<file path="config.mk">
export PLATFORM = sky130hd
export DESIGN_NAME = uart_autobaud_ctrl
export DESIGN_NICKNAME = d
export VERILOG_FILES = /design/src/rtl/uart_autobaud_ctrl.sv
export SDC_FILE = /design/constraint.sdc
export NUM_CORES = 1
export LEC_CHECK = 0
export ABC_CLOCK_PERIOD_IN_PS = 2320
export CAP_MARGIN = 40
export CORE_ASPECT_RATIO = 1.75
export CORE_MARGIN = 2
export CORE_UTILIZATION = 45
export CTS_CLUSTER_DIAMETER = 120
export DETAILED_ROUTE_END_ITERATION = 16
export MAX_ROUTING_LAYER = met4
export SYNTH_ARGS = -nofsm -noshare
export SYNTH_HDL_FRONTEND = slang
export SYNTH_SLANG_ARGS = --single-unit
</file>
<file path="constraint.sdc">
create_clock -name i_clk -period 2.32 [get_ports i_clk]
set_clock_uncertainty 0.05 [all_clocks]
set_input_delay 0.58 -clock i_clk [delete_from_list [all_inputs] [get_ports i_clk]]
set_output_delay 0.58 -clock i_clk [all_outputs]
set_load 0.1 [all_outputs]
</file>
<file path="src/rtl/uart_autobaud_ctrl.sv">
// uart_autobaud_ctrl
//   Auto-baud controller for the shared UART baud rate generator. On i_start it
//   measures the low start bit and the high bit 0 of a 0x55 sync character,
//   classifies both periods into 1200/2400/4800/9600 baud, and, if they agree,
//   drives the new rate select and pulses a generator reset.
//
//   state     | meaning
//   ----------+-----------------------------------------------------------
//   IDLE      | waiting for i_start
//   ARM       | waiting for the line to be idle (high) for one cycle
//   WAIT_FALL | waiting for the start-bit falling edge (no timeout)
//   MEAS_LOW  | counting the start bit (low)
//   MEAS_HIGH | counting bit 0 (high)
//   CHECK     | classify both periods and compare
//   DONE      | rate accepted: update rate, pulse o_gen_rst / o_done
//   FAIL      | rate rejected: pulse o_err
//
// Ports
//   i_clk      system clock (100 MHz nominal)
//   i_reset    asynchronous active-high reset
//   i_start    1-cycle pulse: begin or restart detection
//   i_rx       raw asynchronous RX line, idle high
//   o_bd_rate  rate select (00=1200, 01=2400, 10=4800, 11=9600)
//   o_gen_rst  1-cycle generator reset on rate update
//   o_busy     high whenever not IDLE
//   o_locked   valid rate detected since the last start
//   o_done     1-cycle success pulse
//   o_err      1-cycle failure pulse
module uart_autobaud_ctrl #(
  parameter int         MIN_CYC      = 5208,
  parameter int         TH_96_48     = 15625,
  parameter int         TH_48_24     = 31250,
  parameter int         TH_24_12     = 62500,
  parameter int         MAX_CYC      = 125000,
  parameter logic [1:0] DEFAULT_RATE = 2'b11
) (
  input  logic       i_clk,
  input  logic       i_reset,
  input  logic       i_start,
  input  logic       i_rx,
  output logic [1:0] o_bd_rate,
  output logic       o_gen_rst,
  output logic       o_busy,
  output logic       o_locked,
  output logic       o_done,
  output logic       o_err
);

  localparam logic [16:0] MIN_C   = 17'(MIN_CYC);
  localparam logic [16:0] TH_A    = 17'(TH_96_48);
  localparam logic [16:0] TH_B    = 17'(TH_48_24);
  localparam logic [16:0] TH_C    = 17'(TH_24_12);
  localparam logic [16:0] MAX_C   = 17'(MAX_CYC);
  localparam logic [16:0] CNT_SAT = 17'(MAX_CYC + 1);

  typedef enum logic [2:0] {
    IDLE, ARM, WAIT_FALL, MEAS_LOW, MEAS_HIGH, CHECK, DONE, FAIL
  } state_t;

  state_t      state, state_nxt;
  logic [16:0] cnt, cnt_nxt, cnt_inc;
  logic [16:0] low_cnt, low_nxt, high_cnt, high_nxt;
  logic [1:0]  cls_q;
  logic        rx_meta, rx_s, rx_d;
  logic        rx_fall, rx_rise;
  logic [2:0]  cls_low, cls_high;

  // Returns {valid, rate}.
  function automatic logic [2:0] cls(input logic [16:0] n);
    if (n < MIN_C)       cls = 3'b0_00;
    else if (n < TH_A)   cls = 3'b1_11;
    else if (n < TH_B)   cls = 3'b1_10;
    else if (n < TH_C)   cls = 3'b1_01;
    else if (n <= MAX_C) cls = 3'b1_00;
    else                 cls = 3'b0_00;
  endfunction

  // RX synchronizer plus one history flop for edge detection; idle-high reset
  // so no phantom edge appears out of reset.
  always_ff @(posedge i_clk or posedge i_reset) begin
    if (i_reset) begin
      rx_meta <= 1'b1;
      rx_s    <= 1'b1;
      rx_d    <= 1'b1;
    end else begin
      rx_meta <= i_rx;
      rx_s    <= rx_meta;
      rx_d    <= rx_s;
    end
  end

  assign rx_fall  = rx_d & ~rx_s;
  assign rx_rise  = ~rx_d & rx_s;
  assign cls_low  = cls(low_cnt);
  assign cls_high = cls(high_cnt);
  assign cnt_inc  = (cnt == CNT_SAT) ? cnt : cnt + 17'd1;

  always_comb begin
    state_nxt = state;
    cnt_nxt   = cnt;
    low_nxt   = low_cnt;
    high_nxt  = high_cnt;
    case (state)
      IDLE:      if (i_start) state_nxt = ARM;
      ARM:       if (rx_s) state_nxt = WAIT_FALL;
      WAIT_FALL: if (rx_fall) state_nxt = MEAS_LOW;
      MEAS_LOW: begin
        if (cnt == CNT_SAT) state_nxt = FAIL;
        else if (rx_rise) begin
          low_nxt   = cnt;
          state_nxt = MEAS_HIGH;
        end else if (!rx_s) cnt_nxt = cnt_inc;
      end
      MEAS_HIGH: begin
        if (cnt == CNT_SAT) state_nxt = FAIL;
        else if (rx_fall) begin
          high_nxt  = cnt;
          state_nxt = CHECK;
        end else if (rx_s) cnt_nxt = cnt_inc;
      end
      CHECK: begin
        if (cls_low[2] && cls_high[2] && (cls_low[1:0] == cls_high[1:0]))
          state_nxt = DONE;
        else
          state_nxt = FAIL;
      end
      DONE:    state_nxt = IDLE;
      FAIL:    state_nxt = IDLE;
      default: state_nxt = IDLE;
    endcase
    if (i_start && (state != IDLE)) state_nxt = ARM;
    // The edge cycle itself is part of the pulse, hence a measuring state starts at 1.
    if (state_nxt != state)
      cnt_nxt = ((state_nxt == MEAS_LOW) || (state_nxt == MEAS_HIGH)) ? 17'd1 : 17'd0;
  end

  always_ff @(posedge i_clk or posedge i_reset) begin
    if (i_reset) begin
      state    <= IDLE;
      cnt      <= '0;
      low_cnt  <= '0;
      high_cnt <= '0;
      cls_q    <= DEFAULT_RATE;
    end else begin
      state    <= state_nxt;
      cnt      <= cnt_nxt;
      low_cnt  <= low_nxt;
      high_cnt <= high_nxt;
      if (state == CHECK) cls_q <= cls_low[1:0];
    end
  end

  // The new rate takes effect on the same edge that ends the generator reset pulse.
  always_ff @(posedge i_clk or posedge i_reset) begin
    if (i_reset) begin
      o_bd_rate <= DEFAULT_RATE;
      o_locked  <= 1'b0;
    end else if (i_start) begin
      o_locked  <= 1'b0;
    end else if (state == DONE) begin
      o_bd_rate <= cls_q;
      o_locked  <= 1'b1;
    end
  end

  // A restart request suppresses the result pulses of the cycle it lands in.
  assign o_busy    = (state != IDLE);
  assign o_done    = (state == DONE) && !i_start;
  assign o_gen_rst = (state == DONE) && !i_start;
  assign o_err     = (state == FAIL) && !i_start;

endmodule
</file>
# Word level (Yosys, flattened, before mapping)

Index checks and enable logic that the tools add are counted.

Bits in registers: 62
Bits in latches: 0
Memory bits (writable): 0
Bits in read-only memories: 0
Output and inout port bits: 7
Word-level logic and storage cells: 92
Memories: 0

Add/subtract/negate cells: 1
Multipliers: 0
Div/mod/pow operators: 0
Magnitude comparators: 10
Equality and inequality tests: 18
Shifts and indexed selects: 0
Multiplexer cells: 31
Bitwise operators: 6
Reductions and logical operators: 16

Operators by type and width:

| cell                                                   | number |
|---|---|
| 2-to-1 mux 17 bit                                      | 7 |
| 2-to-1 mux 3 bit                                       | 18 |
| less-or-equal comparator 17 bit, second input constant | 2 |
| < comparator 17 x 13 -> 1 bit, second input constant   | 2 |
| < comparator 17 x 14 -> 1 bit, second input constant   | 2 |
| < comparator 17 x 15 -> 1 bit, second input constant   | 2 |
| < comparator 17 x 16 -> 1 bit, second input constant   | 2 |
| one-hot mux 17 bit (2 select lines)                    | 1 |
| one-hot mux 3 bit (7 select lines)                     | 1 |
| inequality test 3 bit, second input constant           | 6 |
| adder 17 x 1 -> 17 bit, second input constant          | 1 |
| equality test 17 bit, second input constant            | 1 |
| equality test 3 bit, second input constant             | 5 |
| equality test 3 x 2 -> 1 bit, second input constant    | 3 |
| AND reduction 7 bit                                    | 1 |
| AND reduction 3 bit                                    | 2 |
| nonzero test 3 bit                                     | 2 |
| logical AND 1 bit                                      | 5 |
| 2-to-1 mux 1 bit                                       | 4 |
| NOT 1 bit                                              | 4 |
| equality test 3 x 1 -> 1 bit, second input constant    | 1 |
| zero test 3 bit                                        | 1 |
| inequality test 3 bit                                  | 1 |
| bitwise AND 1 bit                                      | 2 |
| other kinds (6)                                        | 6 |

# Depth between registers and ports, before layout

Gate-level depths: netlist (run 1).

Depth in word-level cells: 15
Mapped depth: 11
Depth with buffers taken out: 9

# Worst setup path before layout (run 1)

OpenSTA, ideal clock, no wires.

Path kind: input to output
Start: input port i_start
End: output port o_gen_rst
Arrival: 3.561 ns
Slack: -1.871 ns
Stages: 4
Path buffers: 1
Cells stage by stage: inv_1 nand2_1 nor3_1 buf_4

Word-level cells in the longest chain between the ends: 2

Ends and longest elaborated chain:

| element           | line | source |
|---|---|---|
| from (decl)       | 39   | `input logic i_start,` |
| zero test 1 bit   | n/a  |  |
| logical AND 1 bit | n/a  |  |
| to (decl)         | 42   | `output logic o_gen_rst,` |

No other way between the ends.

# Final worst setup path (run 1)

Start: register cnt[5]
End: register cnt[0]

Word-level cells in the longest chain between the ends: 8
Elaborated cells between the ends (all ways): 19
Those cells by class: eq/ne: 10; mux: 6; reduce/logical: 3

Ends and longest elaborated chain:

| element                                                     | line     | source |
|---|---|---|
| from (decl)                                                 | 61       | `logic [16:0] cnt, cnt_nxt, cnt_inc;` |
| from (signal assigned)                                      | 146      | `cnt <= cnt_nxt;` |
| equality test 17 bit *                                      | 108, 115 |  |
| 2-to-1 mux 3 bit, on equally long branches                  | 115, 108 |  |
| one-hot mux 3 bit (7 select lines) *                        | 103      | `case (state)` |
| 2-to-1 mux 3 bit *                                          | 131      | `if (i_start && (state != IDLE)) state_nxt = ARM;` |
| via state_nxt[1]                                            | 60       | `state_t state, state_nxt;` |
| branches (longest 4 deep; another with AND reduction 7 bit) | n/a      |  |

Mark *: on every way through the listed nets, which the timed path passes.
A chain may end at the register's enable or synchronous reset.

==> impl_metrics.toml, run 1 <==
[status]
run_status = "finished clean"

[synth]
synth-edff-count = 0
synth-seq-cells = 62
synthCells = 302
syn_area_mm2 = 0.00332
ys.flop_type = "dfrtp_1"
synthArstFlopShare = 1.00
syn_avg_cell_area_um2 = 11.0
ys_seq_area_frac = 0.470
synth_warnings = 0
synth_nets = 308
synth.distinct_cells = 59

[critical_path]
r2r-end = "cnt[0]"
cp-start-kind = "register"
cp.arrival_ns = 2.40
r2r_cells = 9
path_class = "reg2reg"
r2r_slack_ns = 0.09
rr_startpoint = "cnt[5]"
endpoint_kind = "register"
required_ns = 2.50
critPathMaxFanout = 6

[clocking]
clock_sinks = 62
cts_buffer_depth = 2
htreeDepth = 3
numCtsBuffers = 9
cts_tree = "built"
hold_buffers = 0
cts.clk_slew.worst_paths_ns = 0.05
insertion_delay_ns = 0.33
root_buffer = "clkbuf_16"

[place]
post_dp_cell_area_mm2 = 0.00392
port_buffers = 10
gp_congestion = 0.921
dp_hpwl_um = 6020
dp_slack_ns = -0.0948

[cells_and_area]
insertedDiodeCount = 0
drive_gt1_frac = 0.341
finalNetCount = 366
synthToLayoutAreaGrowth_pct = 28.2
finalCoreUtilization = 0.592
fin_area_mm2 = 0.00425

[hold_path]
min_path_type = "reg2reg"
hold_path_end = "rx_s"
worstHoldPathCells = 0
hp-start = "rx_meta"

[timing]
worst_slew_pin_slew_ns = 0.510
finalSetupViolCount = 0
fin_crit_ns = 2.23
timing.fmax_mhz = 449
final_max_slew_viol_count = 0
rsz0062_at_grt = "true"
setup_ws_ns = 0.0939
finalHoldViolCount = 0
hold_slack_ns = 0.306
relSlewSlack = 0.651
post-route-period-util = 0.960

[power_and_ir_drop]
ir_worst_vdd_uv = 475
power_density_mw_per_mm2 = 621
power_mw = 2.64
p_leak_nw = 1.95

[floorplanning]
pin_count = 11
fp.dieH_um = 118
coreArea_mm2 = 0.00718
rows = 41
fp.dieW_um = 68.9
initial_core_util = 0.462
dieArea_mm2 = 0.00810

[global_routing]
grt_usage = 0.226
grt_max_degree = 63
grt_pass1_vias = 2553
grt_pass1_wl_um = 12700
grt-ovfl-total = 0
grt_antenna_before_repair = 0

[drt]
dr.first_iter.drc_count = 73
routed_wl_um = 7990
via_per_inst = 5.77
drc = 0
wl_per_cell_um = 17.8
dr.pass1.iters = 4
vias = 2596
final_antenna_net_count = 0

[job]
maxCapViolCount = 0
## how the worst max path moves through the flow
stage                  from   endpoint  cells past startpoint
floorplan           i_start  o_gen_rst                      4
global placement    i_start  o_gen_rst                      6
detailed placement  i_start  o_gen_rst                      6
CTS                 cnt[12]    cnt[15]                      9
global route         cnt[5]     cnt[0]                      9
finish               cnt[5]     cnt[0]                      9
## where the power goes
group / switching [mW] / leakage [nW] / total, mW / internal (mW)
Sequential: 0.0221 / 0.837 / 1.13 / 1.11
Clock: 0.432 / 0.129 / 1.17 / 0.740
Combinational: 0.201 / 0.987 / 0.335 / 0.133
Total: 0.655 / 1.95 / 2.64 / 1.99
## final cells by class
class	count	area [um2]
clock buffers	13	250
clock inverters	2	10.0
fillers	602	2930
inverters	8	42.5
multi-input cells	223	1730
flip-flops and latches	62	1560
well taps	86	108
repair buffers	56	556
## logic make-up after synthesis
| kind of cell | Yosys count | synth area share |
|---|---|---|
| xor gates and xnor gates | 17 | 0.0449 |
| buffers and inverters | 17 | 0.0336 |
| and+or+nand+nor | 118 | 0.212 |
| muxes | 34 | 0.115 |
| AOI/OAI and AO/OA | 52 | 0.116 |
| DFF | 62 | 0.470 |
| adders and majority gates | 2 | 0.00754 |
## sequential cells by signal, summed over array words and instances (netlist names)
| register | count |
|---|---|
| o_bd_rate | 2 |
| rx_d | 1 |
| rx_meta | 1 |
| low_cnt | 17 |
| rx_s | 1 |
| cls_q | 2 |
| state | 3 |
| high_cnt | 17 |
| cnt | 17 |
| o_locked | 1 |
## Yosys cell counts (5+ instances only)
cell | n | area share
nor3_1 | 7 | 0.011
inv_1 | 7 | 0.0079
and3_1 | 5 | 0.0094
o21ai_0 | 8 | 0.012
nor2_4 | 10 | 0.034
mux2_2 | 17 | 0.058
nand3_1 | 9 | 0.014
dfrtp_1 | 55 | 0.41
mux2_1 | 16 | 0.054
nand4_1 | 7 | 0.013
or3_1 | 5 | 0.0094
xnor2_1 | 12 | 0.032
dfstp_2 | 7 | 0.055
xor2_1 | 5 | 0.013
nand2_1 | 21 | 0.024
o31a_1 | 5 | 0.013
nor2_1 | 27 | 0.031
a21oi_1 | 8 | 0.012
## worst max-delay path, cell delays in order (launching register included)
cell and delay, ns:
dfrtp_1 0.39, nor4b_2 0.30, buf_4 0.17, nand4_1 0.16, buf_4 0.20, and3b_1 0.18, nor3_4 0.21, and2_4 0.17
mux2i_1 0.06, o221ai_1 0.22
## layout by cell type (no fill, tap or decap), drive strengths merged, types with 4 or more instances in the layout
cell type / instances
nor2: 37
nand2: 21
xnor2: 12
dfrtp: 55
buf: 53
xor2: 5
o31a: 5
nor3: 8
inv: 8
or3: 6
o31ai: 4
dfstp: 7
mux2: 33
nand4: 7
clkbuf: 13
nand3: 9
a21oi: 8
o21ai: 11
and3: 5
a2111oi: 4
## per-layer routing
layer,global-route usage,up-vias,wire length (um)
met5,-,-,0
met4,0.142,0,427
met3,0.0602,29,258
met2,0.374,49,4510
met1,0.224,1293,2800
li1,-,1225,-
## metrics by stage
step | setup TNS (ns) | cells
after floorplan | -0.173 | 302
after global placement | -0.476 | 432
after detailed placement | -0.517 | 432
after CTS | 0 | 447
after global routing | -0.700 | 450
final | 0 | 450
## repair_timing
item,in CTS,in global routing
pin swaps,1,5
buffers inserted,0,3
endpoints found under the setup margin,3,34
gates resized for setup,2,14
Power figures use the tool's default switching activity.
==> run 2: changes to the inputs <==
--- a/config.mk
+++ b/config.mk
@@ -13,6 +13,7 @@
 export CTS_CLUSTER_DIAMETER = 120
 export DETAILED_ROUTE_END_ITERATION = 16
 export MAX_ROUTING_LAYER = met4
+export SETUP_SLACK_MARGIN = 0.5
 export SYNTH_ARGS = -nofsm -noshare
 export SYNTH_HDL_FRONTEND = slang
 export SYNTH_SLANG_ARGS = --single-unit
==> run 2 against run 1 <==
  * Final area grew 21%
  * Combinational power grew 63%
  * Die area is the same
  * Largest cell class unchanged
  * Sequential cell count is the same
  * Total power grew 12%
  * Worst setup slack lost 0.080 ns
  * Clock power grew 9%
==> impl_metrics.toml, run 2 (synthesized netlist as in run 1, its figures left out) <==
[status]
run_status = "finished clean"

[critical_path]
cp-start-kind = "register"
rr_startpoint = "cnt[1]"
r2r-end = "cnt[11]"
required_ns = 2.49
critPathMaxFanout = 5
r2r_cells = 12
path_class = "reg2reg"
r2r_slack_ns = 0.01
endpoint_kind = "register"
cp.arrival_ns = 2.47

[power_and_ir_drop]
intPower_mw = 2.20
swShare = 0.256
p_leak_nw = 2.33
power_mw = 2.96
seqPwrFrac = 0.386
clockPowerShare = 0.429
ir_worst_vdd_uv = 540
power_density_mw_per_mm2 = 574
p_sw_mw = 0.756
comb_power_share = 0.185

[timing]
final_max_slew_viol_count = 0
rsz0062_at_grt = "true"
relSlewSlack = 0.542
timing.fmax_mhz = 434
worst_slew_pin_slew_ns = 0.684
post-route-period-util = 0.994
fin_crit_ns = 2.31
setup_tns_ns = 0
finalHoldViolCount = 0
finalSetupViolCount = 0

[cells_and_area]
mostFrequentLayoutCells = "buf_4, dfrtp_1, mux2_4"
drive_gt1_frac = 0.542
finalNetCount = 425
synthToLayoutAreaGrowth_pct = 55.2
layout_commonest_cell = "buf_4"
insertedDiodeCount = 0
reg_top3 = "cnt: 17 flops, high_cnt: 17 flops, low_cnt: 17 flops"

[floorplanning]
dieArea_mm2 = 0.00810
coreArea_mm2 = 0.00718
initial_core_util = 0.462
pin_count = 11
rows = 41
fp.dieW_um = 68.9
fp.dieH_um = 118

[drt]
dr.pass1.iters = 4
final_antenna_net_count = 0
vias = 2876
dr.first_iter.drc_count = 136
wl_per_cell_um = 19.3
drc = 0
routed_wl_um = 9830
via_per_inst = 5.64

[clocking]
root_buffer = "clkbuf_16"
insertion_delay_ns = 0.33
hold_buffers = 0
cts.clk_slew.worst_paths_ns = 0.05
cts_tree = "built"
clock_sinks = 62
numCtsBuffers = 9
cts_buffer_depth = 2
htreeDepth = 3

[job]
maxCapViolCount = 0

[global_routing]
grt-ovfl-total = 0
grt_max_degree = 63
grt_antenna_before_repair = 0
grt_usage = 0.269
grt_pass1_wl_um = 15300
grt_pass1_vias = 3057

[hold_path]
hold_path_end = "rx_s"
min_path_type = "reg2reg"
hp-start = "rx_meta"
worstHoldPathCells = 0

[place]
port_buffers = 10
dp_hpwl_um = 6220
gp_congestion = 0.833
==> run 2: changes by cell type in the layout (fill, tap and decap cells not counted), moves of 4 or more <==
cell / before / now
buf_4: 42 / 79
mux2_1: 16 / 0
nor2_1: 27 / 21
nor2_2: 0 / 4
mux2_4: 0 / 31
mux2_2: 17 / 2
buf_6: 1 / 16
==> run 2: critical path: stages, from the launching register on <==
cell and delay [ns]:
dfrtp_1 0.39, inv_2 0.08, ha_4 0.12, and4b_1 0.20, nand4_1 0.25, buf_4 0.25, o21ai_4 0.07, a21oi_2 0.08
nor3_2 0.24, a211o_4 0.18, buf_12 0.11, buf_16 0.12, nor2_4 0.03
==> run 2: what timing repair did <==
action	4_1_cts	5_1_grt
endpoints found under the setup margin	61	60
gates cloned	3	1
setup buffers	27	13
pin swaps	8	12
gates resized for setup	33	50
==> run 2: worst max path at each step <==
| stage | startpoint | to | slack (ns) | cells after the start |
|---|---|---|---|---|
| 5_1_grt | cnt[1] | cnt[12] | -0.1 | 12 |
| 3_5_place_dp | i_start | o_gen_rst | -0.08 | 6 |
| 6_report | cnt[1] | cnt[11] | 0.01 | 12 |
| 3_3_place_gp | high_cnt[3] | state[0] | -0.1 | 9 |
| 2_1_floorplan | i_start | o_gen_rst | -0.16 | 4 |
| 4_1_cts | high_cnt[3] | state[0] | 0.04 | 9 |
==> run 2: layer usage <==
layer  track usage  wire, um  up-vias
li1              -         -     1346
met1         0.294      3670     1439
met2         0.446      5470       65
met3        0.0535       271       26
met4         0.135       417        0
met5             -         0        -
==> run 2: power by group through the flow <==
stage	Combinational (mW)	Clock, mW	Sequential (mW)
6_report	0.547	1.27	1.14
5_1_grt	0.579	1.33	1.14
4_1_cts	0.477	1.29	1.14
3_5_place_dp	0.352	0	1.15
3_3_place_gp	0.352	0	1.15
2_1_floorplan	0.246	0	1.15
==> run 2: area by class of cell <==
| type | instances | area, um2 |
|---|---|---|
| Tap cell | 86 | 108 |
| Clock buffer | 15 | 278 |
| Inverter | 8 | 46.3 |
| Clock inverter | 1 | 5.00 |
| Timing Repair Buffer | 113 | 1100 |
| Sequential cell | 62 | 1560 |
| Fill cell | 510 | 2030 |
| Multi-Input combinational cell | 225 | 2050 |
==> run 2: stage by stage <==
stage,utilization,instance area [um2],worst slack [ns],hold WS [ns],cells
after floorplan,-,3530,-0.157,0.295,302
after global placement,0.578,4150,-0.0997,0.297,450
after detailed placement,0.578,4150,-0.0849,0.299,450
after CTS,0.676,4850,0.0414,0.306,496
after global routing,0.717,5150,-0.0995,0.311,510
final,0.717,5150,0.0135,0.305,510
==> run 3: changes to the inputs <==
--- a/config.mk
+++ b/config.mk
@@ -9,10 +9,11 @@
 export CAP_MARGIN = 40
 export CORE_ASPECT_RATIO = 1.75
 export CORE_MARGIN = 2
-export CORE_UTILIZATION = 45
+export CORE_UTILIZATION = 50
 export CTS_CLUSTER_DIAMETER = 120
 export DETAILED_ROUTE_END_ITERATION = 16
 export MAX_ROUTING_LAYER = met4
+export PLACE_DENSITY = 0.67
 export SETUP_SLACK_MARGIN = 0.5
 export SYNTH_ARGS = -nofsm -noshare
 export SYNTH_HDL_FRONTEND = slang
==> run 3 against run 2 <==
  * Cell count down 2.9%
  * Hold slack barely moved
  * Global-route usage grew 4.0 points
  * The run now ends with setup timing left
  * Combinational power shrank 3%
==> impl_metrics.toml, run 3 (synthesized netlist as in run 1, its figures left out) <==
[timing]
fin_crit_ns = 2.44
finalSetupViolCount = 1
final_max_slew_viol_count = 0
timing.fmax_mhz = 409
finalHoldViolCount = 0
worst_slew_pin_slew_ns = 0.441
post-route-period-util = 1.05
setup_tns_ns = -0.124
relSlewSlack = 0.704
rsz0062_at_grt = "true"
setup_ws_ns = -0.124

[drt]
wl_per_cell_um = 23.0
final_antenna_net_count = 0
vias = 3035
routed_wl_um = 11400
drc = 0
dr.first_iter.drc_count = 177
dr.pass1.iters = 4
via_per_inst = 6.13

[power_and_ir_drop]
ir_worst_vdd_uv = 528
swShare = 0.277
p_sw_mw = 0.807
power_density_mw_per_mm2 = 559
intPower_mw = 2.10
comb_power_share = 0.183
clockPowerShare = 0.425
p_leak_nw = 2.31
seqPwrFrac = 0.392

[hold_path]
min_path_type = "reg2reg"
hp-start = "rx_meta"
hold_path_end = "rx_s"
worstHoldPathCells = 0

[global_routing]
grt_max_degree = 63
busiest_layer = "met2"
grtUsageMet1 = 0.335
grt_util_met2 = 0.500
use_met3 = 0.0606
grt_antenna_before_repair = 0
grt_usage = 0.309
grt_pass1_vias = 3061
grt-ovfl-total = 0
grt_pass1_wl_um = 16000

[clocking]
cts.clk_slew.worst_paths_ns = 0.06
clock_sinks = 62
cts_buffer_depth = 2
numCtsBuffers = 9
hold_buffers = 0
root_buffer = "clkbuf_16"
cts_tree = "built"
htreeDepth = 3
insertion_delay_ns = 0.34

[floorplanning]
initial_core_util = 0.511
fp.dieH_um = 112
pin_count = 11
dieArea_mm2 = 0.00733
coreArea_mm2 = 0.00649
rows = 39
fp.dieW_um = 65.6

[place]
post_dp_cell_area_mm2 = 0.00410
gp_congestion = 0.892
port_buffers = 10
dp_slack_ns = -0.156
dp_hpwl_um = 5910

[status]
run_status = "complete, but fails checks"
violations = "setup timing"

[cells_and_area]
reg_top3 = "cnt: 17 flops, high_cnt: 17 flops, low_cnt: 17 flops"
synthToLayoutAreaGrowth_pct = 56.9
insertedDiodeCount = 0
mostFrequentLayoutCells = "buf_4, dfrtp_1, mux2_4"
finalCoreUtilization = 0.802
finalNetCount = 414
layout_commonest_cell = "buf_4"
fin_area_mm2 = 0.00520
drive_gt1_frac = 0.567

[critical_path]
r2r_slack_ns = -0.12
crit_buf_inv = 1
max_stage_delay_ns = 0.53
endpoint_kind = "register"
crit_path_top_delay_cell = "or4_1"
path_common_cell = "nor3_1"
worstPathCellList = "or4_1 > nor3_1 > nor3_1 > o32a_1 > xnor2_2 > a2111oi_4 > buf_4 > o21ai_1"
rr_startpoint = "low_cnt[6]"
critPathMaxFanout = 4
r2r_cells = 8
cp.arrival_ns = 2.61
r2r-end = "state[0]"
path_class = "reg2reg"
required_ns = 2.49
cp_top_family = "simple AND/OR/NAND/NOR gates"
cp-start-kind = "register"

[job]
maxCapViolCount = 0
run 3: metal layers:
layer / wire (um) / vias to the layer above
met1: 3980 / 1526
met3: 511 / 67
met5: 0 / -
met2: 5980 / 120
li1: - / 1322
met4: 931 / 0
run 3: how the worst max path moves through the flow:
stage | start | to | slack (ns) | depth (start not counted)
after floorplan | i_start | o_gen_rst | -0.16 | 4
after global placement | high_cnt[3] | state[0] | -0.24 | 7
after detailed placement | high_cnt[3] | state[0] | -0.16 | 9
after CTS | high_cnt[4] | state[0] | 0.06 | 9
after global routing | low_cnt[5] | state[0] | -0.32 | 8
final | low_cnt[6] | state[0] | -0.12 | 8
run 3: area by class of cell:
cell class | count | area [um2]
sequential | 62 | 1560
clock inverter | 6 | 37.5
tap | 82 | 103
inverter | 8 | 46.3
multi-input combinational | 223 | 2130
timing repair buffer | 104 | 1080
clock buffer | 10 | 239
fill | 337 | 1290
run 3: repair_timing:
action                     in CTS  in global routing
buffers inserted               25                 12
setup endpoints to repair      60                 59
pin swaps                      10                 16
gates cloned                    4                  0
resized for setup              69                 34
run 3: through the flow:
| step | power [mW] | hold slack, ns | cells |
|---|---|---|---|
| after detailed placement | 1.49 | 0.299 | 438 |
| after floorplan | 1.40 | 0.295 | 302 |
| final | 2.91 | 0.305 | 495 |
| after global placement | 1.49 | 0.297 | 438 |
| after CTS | 2.84 | 0.306 | 483 |
| after global routing | 2.99 | 0.306 | 495 |
run 3: power by group through the flow:
stage	logic, mW	clock network (mW)	registers (mW)
4_1_cts	0.469	1.24	1.13
3_3_place_gp	0.333	0	1.15
3_5_place_dp	0.337	0	1.15
6_report	0.533	1.24	1.14
5_1_grt	0.558	1.29	1.14
2_1_floorplan	0.246	0	1.15
